**config.mk**
```make
export PLATFORM = sky130hd
export DESIGN_NAME = tx_arq_ctrl
export DESIGN_NICKNAME = d
export VERILOG_FILES = /design/src/rtl/tx_arq_ctrl_pkg.sv /design/src/rtl/tx_arq_ctrl_ack_sync.sv /design/src/rtl/tx_arq_ctrl.sv
export SDC_FILE = /design/constraint.sdc
export NUM_CORES = 1
export LEC_CHECK = 0
export ABC_AREA = 1
export CORE_MARGIN = 5
export CORE_UTILIZATION = 25
export DETAILED_ROUTE_END_ITERATION = 8
export GPL_TIMING_DRIVEN = 0
export PLACE_DENSITY = 0.45
export RECOVER_POWER = 25
export SYNTH_ARGS = -nofsm -noshare
export SYNTH_HDL_FRONTEND = slang
export SYNTH_HIERARCHICAL = 1
export SYNTH_SLANG_ARGS = --single-unit
export TNS_END_PERCENT = 1
```
**constraint.sdc**
```tcl
create_clock -name i_clk -period 1.7 [get_ports i_clk]
set_clock_uncertainty 0.05 [all_clocks]
set_input_delay 0.51 -clock i_clk [delete_from_list [all_inputs] [get_ports i_clk]]
set_output_delay 0.51 -clock i_clk [all_outputs]
set_load 0.02 [all_outputs]
```
**src/rtl/tx_arq_ctrl_pkg.sv**
```systemverilog
// tx_arq_ctrl_pkg: shared state encodings, ACK word definition and frame constants
// for the transmit-side ARQ controller.
package tx_arq_ctrl_pkg;
    typedef enum logic [2:0] {
        ST_IDLE     = 3'd0,
        ST_START    = 3'd1,
        ST_SEND     = 3'd2,
        ST_WAIT_ACK = 3'd3,
        ST_ACK_DATA = 3'd4,
        ST_ACK_STOP = 3'd5,
        ST_DONE     = 3'd6,
        ST_DROP     = 3'd7
    } state_t;
    // ACK word on the serial line: start 0, data (1 = good), stop 0, idle 1
    localparam logic ACK_START_BIT = 1'b0;
    localparam logic ACK_GOOD      = 1'b1;
    localparam logic ACK_STOP_BIT  = 1'b0;
    localparam logic ACK_IDLE      = 1'b1;
    localparam int   FRAME_LEN     = 4158;
endpackage

```
**src/rtl/tx_arq_ctrl_ack_sync.sv**
```systemverilog
// ack_sync_2ff: two-flop synchroniser for the serial ACK line, reset to the idle level.
module ack_sync_2ff
    import tx_arq_ctrl_pkg::*;
(
    input  logic clk,
    input  logic rst_n,
    input  logic d,
    output logic q
);
    logic s1;
    always_ff @(posedge clk or negedge rst_n) begin
        if (!rst_n) begin
            s1 <= ACK_IDLE;
            q  <= ACK_IDLE;
        end else begin
            s1 <= d;
            q  <= s1;
        end
    end
endmodule

```
**src/rtl/tx_arq_ctrl.sv**
```systemverilog
// tx_arq_ctrl: transmit ARQ sequencer choosing new frame, replay or drop from the serial ACK word.
// Optional statistics counters are built when TX_ARQ_STATS_EN is defined.
module tx_arq_ctrl
    import tx_arq_ctrl_pkg::*;
#(
    parameter int MAX_RETRY   = 3,
    parameter int ACK_TIMEOUT = 8192,
    parameter int RETRY_W     = (MAX_RETRY > 0) ? $clog2(MAX_RETRY + 1) : 1
)(
    input  logic               i_clk,
    input  logic               i_rst_n,
    input  logic               i_arq_en,
    input  logic               i_frame_ready,
    input  logic               i_frame_done,
    input  logic               i_otn_rx_ack,
    output logic               o_frame_start,
    output logic               o_frame_replay,
    output logic               o_frame_release,
    output logic               o_frame_drop,
    output logic [RETRY_W-1:0] o_retry_cnt,
    output logic               o_busy
`ifdef TX_ARQ_STATS_EN
   ,output logic [15:0]        o_nack_cnt,
    output logic [15:0]        o_timeout_cnt,
    output logic [15:0]        o_drop_cnt
`endif
);
    localparam int TMR_W = (ACK_TIMEOUT > 1) ? $clog2(ACK_TIMEOUT) : 1;

    state_t             state, state_nx;
    logic               ack_s, ack_bit, replay, timeout, bad_ack, exhausted, retry_go, clr;
    logic [TMR_W-1:0]   timer;
    logic [RETRY_W-1:0] retry;

    ack_sync_2ff u_ack_sync (.clk(i_clk), .rst_n(i_rst_n), .d(i_otn_rx_ack), .q(ack_s));

    // A start bit in the timeout cycle takes precedence over the timeout.
    always_comb begin
        timeout   = state == ST_WAIT_ACK && ack_s != ACK_START_BIT && timer == TMR_W'(ACK_TIMEOUT - 1);
        bad_ack   = state == ST_ACK_STOP && !(ack_s == ACK_STOP_BIT && ack_bit == ACK_GOOD);
        exhausted = retry == RETRY_W'(MAX_RETRY);
        state_nx  = state;
        case (state)
            ST_IDLE:     state_nx = i_frame_ready ? ST_START : ST_IDLE;
            ST_START:    state_nx = ST_SEND;
            ST_SEND:     state_nx = !i_frame_done ? ST_SEND : i_arq_en ? ST_WAIT_ACK : ST_DONE;
            ST_WAIT_ACK: state_nx = ack_s == ACK_START_BIT ? ST_ACK_DATA : !i_arq_en ? ST_DONE : ST_WAIT_ACK;
            ST_ACK_DATA: state_nx = ST_ACK_STOP;
            ST_ACK_STOP: state_nx = ST_DONE;
            default:     state_nx = ST_IDLE;
        endcase
        if (timeout || bad_ack) state_nx = exhausted ? ST_DROP : ST_START;
        retry_go = (timeout || bad_ack) && !exhausted;
        clr      = state == ST_IDLE || state_nx == ST_IDLE;
    end

    always_ff @(posedge i_clk or negedge i_rst_n) begin
        if (!i_rst_n) begin
            state   <= ST_IDLE;
            timer   <= '0;
            retry   <= '0;
            replay  <= 1'b0;
            ack_bit <= 1'b0;
        end else begin
            state   <= state_nx;
            timer   <= (state == ST_WAIT_ACK && state_nx == ST_WAIT_ACK) ? timer + 1'b1 : '0;
            retry   <= retry_go ? retry + 1'b1 : clr ? '0 : retry;
            replay  <= retry_go ? 1'b1 : clr ? 1'b0 : replay;
            ack_bit <= state == ST_ACK_DATA ? ack_s : ack_bit;
        end
    end

    assign o_frame_start   = state == ST_START;
    assign o_frame_replay  = replay;
    assign o_frame_release = state == ST_DONE || state == ST_DROP;
    assign o_frame_drop    = state == ST_DROP;
    assign o_retry_cnt     = retry;
    assign o_busy          = state != ST_IDLE;

`ifdef TX_ARQ_STATS_EN
    always_ff @(posedge i_clk or negedge i_rst_n) begin
        if (!i_rst_n) begin
            o_nack_cnt    <= '0;
            o_timeout_cnt <= '0;
            o_drop_cnt    <= '0;
        end else begin
            if (bad_ack && o_nack_cnt != 16'hFFFF) o_nack_cnt <= o_nack_cnt + 16'd1;
            if (timeout && o_timeout_cnt != 16'hFFFF) o_timeout_cnt <= o_timeout_cnt + 16'd1;
            if (state_nx == ST_DROP && o_drop_cnt != 16'hFFFF) o_drop_cnt <= o_drop_cnt + 16'd1;
        end
    end
`endif
endmodule
```
==> impl_results.md, run 1 <==
* Reg2reg path depth at 10
* Adder-Cell Fraction of Synth Area at 2.14%
* Number of different library cells in the post-synthesis netlist at 24
* Largest stage delay on the critical path at 0.42 ns
* Grt ovf at 0
* Yosys reg bits at 22
* Port-buffer cells at 12
* Via total after detailed routing at 966
* # nets final at 176
* Tot Pwr at 1.91 mW
* Hold-critical path depth at 0
* Initial core utilization at 26.3%
* Hold Violations, Final at 0
* Main synth FF type: dfrtp_1
* Placement row count at 24
* Number of antenna diodes at 0
* DRC at 0
* Crit share post-route at 104%
* Worst endpoint required time at 1.85 ns
* Unrepaired setup endpoints after global routing: yes
* Clk Latency, worst-skew pair at 0.26 ns
* CTS root buf: clkbuf_8
* Post-DP HPWL at 1.61 mm
* CTS buffer count at 3
* Max_slew headroom at 34.5%
* Synth Cell Area at 1170 sq um
* Fillers at 465
* Standard cell core area at 4440 sq um
* Endpoint class of the critical path: flip-flop
* Synth Instances at 139
* PD cells at 1180 nW/um^2
* Post-synthesis compound-gate area fraction at 4.60%
* Max Root-Sink Buffers at 2
* Vias in the first global route at 939
* CTS tree: done
* Internal reg-to-reg setup slack at -0.07 ns
* Crit path top cell by count: nand2_2
* Post-route cell area at 1620 sq um
* Post-layout min period at 1.77 ns
* Crit-path cells: ha_4 > nand3_4 > nor3_4 > nand3_2 > nand2_2 > nand2_2 > nand2_2 > nand3_4 > clkbuf_16 > nor2_2
* Final estimated routing congestion in global placement at 0.865
* Pre-CTS setup slack at -0.387 ns
* EDFF count, synth at 0
* Main combinational cell family by area after synthesis: simple AND/OR/NAND/NOR gates
* Largest net degree at the start of global routing at 23
* Post-Synth Simple-Gate Area at 31.6%
* Status: finished with violations
* Num ports at 13
* Critical path type: reg2reg
* Setup violators final at 14
* Final critical-path setup slack at -0.0749 ns
* Worst-path clk slew at 0.08 ns
* P&R area growth vs syn at 38.4%
* Die width at 78.4 um
* Total Routed Length at 2.38 mm
* Initial drt markers at 17
* Worst-path fanout max at 5
* GR Util All Layers at 7.87%
* Crit path max-delay cell type: dfrtp_1
* Worst min-delay path class: reg2reg
* FFs w/ async S/R, synth at 100%
* CTS H-tree depth at 1
* First-pass GRT wire length at 4.00 mm
* Utilization after layout at 36.4%
* CP arrival at 1.92 ns
* Hold slack at 0.308 ns
* Max cap viols at 0
* Critical Path Start Type: flip-flop
* Maximum vdd ir drop at 0.539 mV
* Worst-margin pin slew at 0.981 ns
* Peak Freq at 563 MHz
* DRT Pass-1 Iters at 3
* WL/cell at 10.9 um
* YS warnings at 6
* Leakage at 0.796 nW
* Die Ht at 78.4 um
* Register area share after synthesis at 47.3%
* Post-DP Area at 1350 sq um
* Remaining antenna violation count at 0
* Antenna violations before repair at 0
* Die Area at 6140 sq um
* Final slew viol count at 0
* Vias per Instance at 4.41
* Violated checks: negative setup slack
* Mapped Avg Cell Area at 8.41 sq um
* Layout cells sized above 1 at 34.1%
* Post-Synth XOR/XNOR Area at 5.25%
* TritonCTS Sinks at 22
* Synthesized Nets at 147
* Post-synthesis mux area share at 0%
==> layout make-up <==
class                   instances  area [sq um]  area share [%]
plain buffers                   2          31.3            1.93
clock buffers                   3          41.3            2.55
clock inverters                 1          30.0            1.86
inverters                      24          90.1            5.57
multi-input cells              91           584            36.1
flip-flops and latches         22           556            34.3
well taps                      52          65.1            4.02
repair buffers                 24           220            13.6
==> layout by cell type, fill, tap and decap left out, types with 2 or more instances in the layout <==
cell / n
clkbuf_8: 3
buf_2: 2
nand3_4: 2
xor2_1: 5
dlygate4sd2_1: 3
nand3_1: 9
nand2_4: 2
nor2_1: 10
inv_2: 4
inv_1: 20
dfrtp_2: 2
nand4_1: 3
dfstp_2: 2
buf_6: 2
nor2_4: 4
nand2_1: 23
dfrtp_1: 18
buf_4: 12
nor3_1: 2
xnor2_1: 2
nand3_2: 2
dlymetal6s2s_1: 3
a21oi_1: 2
o21ai_1: 2
nand2_2: 4
nor2_2: 10
==> cells by family (layout without fill, tap and decap cells) <==
family                     count (synthesis)  after routing
AOI/OAI and AO/OA                          9              9
xor gates and xnor gates                   7              7
adders and majority gates                  2              2
buffers and inverters                     26             54
DFF                                       22             22
and+or+nand+nor                           73             73
==> registers in the layout, summed over array words and instances, names as in the netlist <==
signal and flops:
ack_bit 1, state 3, u_ack_sync/s1 1, o_frame_replay 1, u_ack_sync/q 1, o_retry_cnt 2, timer 13
==> Yosys cell counts (2+ instances only) <==
| cell type | instances | share of area [%] |
|---|---|---|
| nor2_2 | 10 | 5.4 |
| inv_1 | 24 | 7.7 |
| xnor2_1 | 2 | 1.5 |
| dfrtp_1 | 20 | 43 |
| nor2_1 | 14 | 4.5 |
| nor3_1 | 2 | 0.86 |
| nand2_1 | 24 | 7.7 |
| xor2_1 | 5 | 3.7 |
| nand2_2 | 5 | 2.7 |
| dfstp_2 | 2 | 4.5 |
| nand3_2 | 3 | 2.6 |
| nand3_1 | 10 | 4.3 |
| ha_1 | 2 | 2.1 |
| nand4_1 | 3 | 1.6 |
| a21oi_1 | 2 | 0.86 |
| o21ai_0 | 3 | 1.3 |
==> critical path: cells and delay by family, from the launching register on <==
| family | cells | cell delay, ns |
|---|---|---|
| buffers and inverters | 1 | 0.18 |
| adder cells (fa/ha/maj) | 1 | 0.19 |
| AND/OR/NAND/NOR | 8 | 0.88 |
| flip-flops | 1 | 0.42 |
==> repair_timing <==
item	CTS	global route
buffers inserted	3	8
cloned	0	1
resized for setup	23	30
hold buffers	0	0
pin swaps	1	7
setup endpoints to repair	23	28
==> per-stage QoR <==
step | setup TNS, ns | cells
floorplan | 0 | 139
global placement | -7.62 | 203
detailed placement | -8.36 | 203
CTS | -1.66 | 210
global route | -2.11 | 219
finish | -0.734 | 219
==> metal layers <==
| layer | global-route usage [%] | wire length, um | vias to the layer above |
|---|---|---|---|
| met2 | 13.1 | 1190 | 13 |
| met5 | 0 | 0 | - |
| met3 | 2.75 | 114 | 2 |
| met4 | 1.57 | 10 | 0 |
| li1 | - | - | 488 |
| met1 | 9.93 | 1070 | 463 |
==> worst paths after layout <==
path / from / endpoint
hold reg to reg: u_ack_sync/s1$_DFF_PN1_ / u_ack_sync/q$_DFF_PN1_
min in group asynchronous: i_rst_n / timer[1]$_DFF_PN0_
max in group asynchronous: i_rst_n / state[1]$_DFF_PN0_
setup reg to reg: timer[1]$_DFF_PN0_ / timer[11]$_DFF_PN0_
hold / removal: u_ack_sync/s1$_DFF_PN1_ / u_ack_sync/q$_DFF_PN1_
setup / recovery: timer[1]$_DFF_PN0_ / timer[11]$_DFF_PN0_
==> where the power goes <==
group | internal (mW) | switching, mW | total (mW)
Combinational | 0.289 | 0.453 | 0.743
Clock | 0.315 | 0.173 | 0.488
Sequential | 0.606 | 0.0745 | 0.681
Total | 1.21 | 0.701 | 1.91
(Power assumes the default switching activity.)
==> run 2: changes to the inputs <==
Settings changed: GPL_TIMING_DRIVEN 0 to default, SKIP_CTS_REPAIR_TIMING from default to 1.
==> run 2 against run 1 <==
The flow now finishes without violations. Via count is 0.10% higher. Combinational power increased by 15%. Cell count grew 1.8%. Fmax grew 5.9%. Count of clock-buffer cells in the layout rose by 1.
==> impl_results.md, run 2 (synthesis gave the netlist of run 1 again) <==
* Met3 wire length at 89 um
* Status: finished clean
* # nets final at 180
* Fin Setup TNS at 0 ns
* Worst min-delay path class: reg2reg
* Unrepaired setup endpoints after global routing: yes
* Clk Latency, worst-skew pair at 0.26 ns
* Crit share post-route at 98.6%
* First-pass GRT wire length at 4.23 mm
* Vias in the first global route at 1022
* Placement row count at 24
* Tot Pwr at 1.86 mW
* Via total after detailed routing at 967
* DRT Pass-1 Iters at 4
* Largest net degree at the start of global routing at 23
* Internal reg-to-reg setup slack at 0.04 ns
* Most common cell after layout, fill and taps aside: nand2_1
* Vias per Instance at 4.34
* Critical path type: in2reg
* Die Area at 6140 sq um
* Top layer in use: met4
* Die Ht at 78.4 um
* Grt ovf at 0
* Leakage at 0.822 nW
* Total length of routed met2 wires at 1.17 mm
* Critical Path Start Type: primary input
* Worst-path clk slew at 0.08 ns
* Biggest register: timer
* GR Util All Layers at 8.57%
* Peak Freq at 597 MHz
* DRC at 0
* Timing endpoint of the critical path: timer[4]$_DFF_PN0_
* CTS tree: done
* Port-buffer cells at 12
* Total Routed Length at 2.33 mm
* Final slew viol count at 0
* Layout cells sized above 1 at 32.2%
* Post-layout min period at 1.68 ns
* Max_slew headroom at 63.5%
* P&R area growth vs syn at 33.1%
* WL met1 at 1.02 mm
* Reg-to-Reg Start: timer[1]$_DFF_PN0_
* Number of antenna diodes at 0
* Standard cell core area at 4440 sq um
* Final estimated routing congestion in global placement at 0.803
* Max cap viols at 0
* CTS buffer count at 3
* Worst-path fanout max at 13
* CTS H-tree depth at 1
* CTS root buf: clkbuf_8
* Die width at 78.4 um
* Maximum vdd ir drop at 0.279 mV
* WL/cell at 10.4 um
* Utilization after layout at 35.0%
* Setup violators final at 0
* Worst endpoint required time at 1.85 ns
* Worst-margin pin slew at 0.548 ns
* Pre-CTS setup slack at -0.316 ns
* Hold Violations, Final at 0
* Remaining antenna violation count at 0
* CP startpoint: i_frame_done
* TritonCTS Sinks at 22
* Initial drt markers at 33
* Reg2reg path depth at 10
* Num ports at 13
* CP arrival at 1.82 ns
* Antenna violations before repair at 0
* Post-DP HPWL at 1.78 mm
* PD cells at 1200 nW/um^2
* Most frequent cells in the layout: nand2_1 (24), inv_1 (22), dfrtp_1 (18), buf_4 (17)
* Fillers at 470
* Endpoint class of the critical path: flip-flop
* Initial core utilization at 26.3%
* Number of flip-flops in the largest register at 13
* RR Endpoint: timer[4]$_DFF_PN0_
* Final critical-path setup slack at 0.0244 ns
* Max Root-Sink Buffers at 2
-- run 2: power by group --
part	internal, mW	total (mW)	switching, mW	leakage (nW)
Clock	0.167	0.328	0.161	0.0228
Sequential	0.606	0.681	0.0742	0.289
Combinational	0.405	0.853	0.448	0.510
Total	1.18	1.86	0.683	0.822
-- run 2: worst max-delay path: stages --
cell and delay [ns]:
clkdlybuf4s50_1 0.47, nand2_1 0.06, inv_1 0.05, nand3_1 0.07, nand2_1 0.08, nor2_2 0.05
nand3_1 0.09, nand2_1 0.06, inv_1 0.06, nand3_2 0.08, buf_12 0.16, nor2_2 0.09
-- run 2: per-stage QoR --
stage                     hold slack, ns  cell area (sq um)  std cells
final                              0.307               1560        223
after detailed placement           0.298               1490        219
after global placement             0.298               1490        219
after floorplan                    0.164               1170        139
after CTS                          0.309               1530        223
after global routing               0.311               1560        223
-- run 2: area by class of cell --
cell class | instances | area (sq um) | area share (%)
sequential | 22 | 556 | 35.7
multi-input combinational | 91 | 534 | 34.4
timing repair buffer | 30 | 265 | 17.1
inverter | 24 | 90.1 | 5.79
tap | 52 | 65.1 | 4.18
clock buffer | 4 | 45.0 | 2.90
-- run 2: metal layers --
layer | global-route usage [%] | vias to the layer above
met5 | 0 | -
met4 | 4.20 | 0
met3 | 1.95 | 5
met2 | 15.0 | 15
met1 | 9.87 | 450
li1 | - | 497
-- run 2: how the worst min path moves through the flow --
stage	to	cells past startpoint	startpoint	slack [ns]
finish	u_ack_sync/q$_DFF_PN1_	0	u_ack_sync/s1$_DFF_PN1_	0.31
global route	u_ack_sync/q$_DFF_PN1_	0	u_ack_sync/s1$_DFF_PN1_	0.31
CTS	u_ack_sync/q$_DFF_PN1_	0	u_ack_sync/s1$_DFF_PN1_	0.31
detailed placement	u_ack_sync/q$_DFF_PN1_	0	u_ack_sync/s1$_DFF_PN1_	0.30
global placement	u_ack_sync/q$_DFF_PN1_	0	u_ack_sync/s1$_DFF_PN1_	0.30
floorplan	ack_bit$_DFFE_PN0N_	0	i_rst_n	0.16
==> run 3: changes to the inputs <==
Settings changed: CTS_BUF_LIST from default to sky130_fd_sc_hd__clkbuf_8 sky130_fd_sc_hd__clkbuf_16.
==> run 3 against run 2 <==
Die area did not move. First-iteration DRC count stayed put. Core utilization is the same. Setup slack hardly changed. Cell area did not move. Critical path depth stayed put. Global-route usage unchanged. Critical path type unchanged.
==> impl_results.md, run 3 (synthesis gave the netlist of run 1 again) <==
* Max cap viols at 0
* Largest stage delay on the critical path at 0.47 ns
* Endpoint class of the critical path: flip-flop
* CTS H-tree depth at 1
* Antenna violations before repair at 0
* Worst-margin pin slew at 0.548 ns
* Placed cells at 219
* Vias per Instance at 4.34
* Worst min-delay path class: reg2reg
* Leakage at 0.826 nW
* Largest net degree at the start of global routing at 23
* Reg-to-Reg Start: timer[1]$_DFF_PN0_
* CTS root buf: clkbuf_8
* RR Endpoint: timer[4]$_DFF_PN0_
* Hold slack at 0.307 ns
* Most frequent cells in the layout: nand2_1 (24), inv_1 (23), dfrtp_1 (18), buf_4 (17)
* Grt ovf at 0
* # nets final at 180
* Final estimated routing congestion in global placement at 0.803
* Status: finished clean
* Standard cell core area at 4440 sq um
* CTS tree: done
* Number of antenna diodes at 0
* Crit share post-route at 98.5%
* Num ports at 13
* Most common cell after layout, fill and taps aside: nand2_1
* Critical path type: in2reg
* Internal reg-to-reg setup slack at 0.04 ns
* Die Area at 6140 sq um
* TritonCTS Sinks at 22
* Remaining antenna violation count at 0
* Hold Violations, Final at 0
* Worst-path fanout max at 13
* Fin Setup TNS at 0 ns
* Crit-path cells: clkdlybuf4s50_1 > nand2_1 > inv_1 > nand3_1 > nand2_1 > nor2_2 > nand3_1 > nand2_1 > inv_1 > nand3_2 > buf_12 > nor2_2
* P&R area growth vs syn at 33.1%
* Via total after detailed routing at 967
* Post-route cell area at 1560 sq um
* CTS buffer count at 3
* Worst endpoint required time at 1.85 ns
* Biggest register: timer
* DRC at 0
* Post-DP Area at 1490 sq um
* Initial core utilization at 26.3%
* Die Ht at 78.4 um
* CP startpoint: i_frame_done
* Number of flip-flops in the largest register at 13
* DRT Pass-1 Iters at 4
* Vias in the first global route at 1022
* Setup violators final at 0
* Max Root-Sink Buffers at 2
* Maximum vdd ir drop at 0.279 mV
* Post-layout min period at 1.68 ns
* Crit path max-delay cell type: clkdlybuf4s50_1
* Clk Latency, worst-skew pair at 0.26 ns
* Layout Cells excl Fill at 223
* Port-buffer cells at 12
* Die width at 78.4 um
* Area of the multi-input gates at 534 sq um
* Peak Freq at 597 MHz
* Placement row count at 24
* Fillers at 470
* Timing endpoint of the critical path: timer[4]$_DFF_PN0_
* GR Util All Layers at 8.57%
* Post-DP HPWL at 1.78 mm
* Reg2reg path depth at 10
* Crit path top cell by count: nand2_1
* Storage cell area at 556 sq um
* Initial drt markers at 33
* CP arrival at 1.82 ns
* Unrepaired setup endpoints after global routing: yes
* Worst-path clk slew at 0.08 ns
* Critical Path Start Type: primary input
* Utilization after layout at 35.0%
* First-pass GRT wire length at 4.23 mm
* Max_slew headroom at 63.5%
* Layout cells sized above 1 at 32.2%
* Final slew viol count at 0
* PD cells at 1190 nW/um^2
* WL/cell at 10.4 um
* Total Routed Length at 2.33 mm
run 3: through the flow:
stage / power, mW / worst slack [ns]
floorplan: 1.10 / 0.0553
global placement: 1.53 / -0.268
detailed placement: 1.54 / -0.316
CTS: 1.88 / -0.443
global route: 2.01 / -0.129
finish: 1.86 / 0.0247
run 3: cell type report:
cell class / instances / area share [%]
tap: 52 / 4.18
sequential: 22 / 35.7
inverter: 24 / 5.79
multi-input combinational: 91 / 34.4
clock inverter: 1 / 0.241
timing repair buffer: 30 / 17.1
clock buffer: 3 / 2.65
run 3: report_power, final:
part / switching [mW] / internal (mW)
Combinational: 0.448 / 0.405
Sequential: 0.0742 / 0.606
Clock: 0.161 / 0.161
Total: 0.683 / 1.17
run 3: worst max-delay path: cells and delay by family:
family / cells / cell delay [ns]
buffers and inverters: 4 / 0.74
and+or+nand+nor: 8 / 0.58
run 3: worst min-delay path by stage:
stage	slack, ns	end	cells past startpoint	from
CTS	0.31	u_ack_sync/q$_DFF_PN1_	0	u_ack_sync/s1$_DFF_PN1_
floorplan	0.16	ack_bit$_DFFE_PN0N_	0	i_rst_n
detailed placement	0.30	u_ack_sync/q$_DFF_PN1_	0	u_ack_sync/s1$_DFF_PN1_
finish	0.31	u_ack_sync/q$_DFF_PN1_	0	u_ack_sync/s1$_DFF_PN1_
global placement	0.30	u_ack_sync/q$_DFF_PN1_	0	u_ack_sync/s1$_DFF_PN1_
global route	0.31	u_ack_sync/q$_DFF_PN1_	0	u_ack_sync/s1$_DFF_PN1_
run 3: routing by layer:
metal  global-route usage [%]  vias to the layer above  routed length, um
met4                     4.20                        0                 48
met1                     9.87                      450               1020
met2                     15.0                       15               1170
li1                         -                      497                  -
met5                        0                        -                  0
met3                     1.95                        5                 89
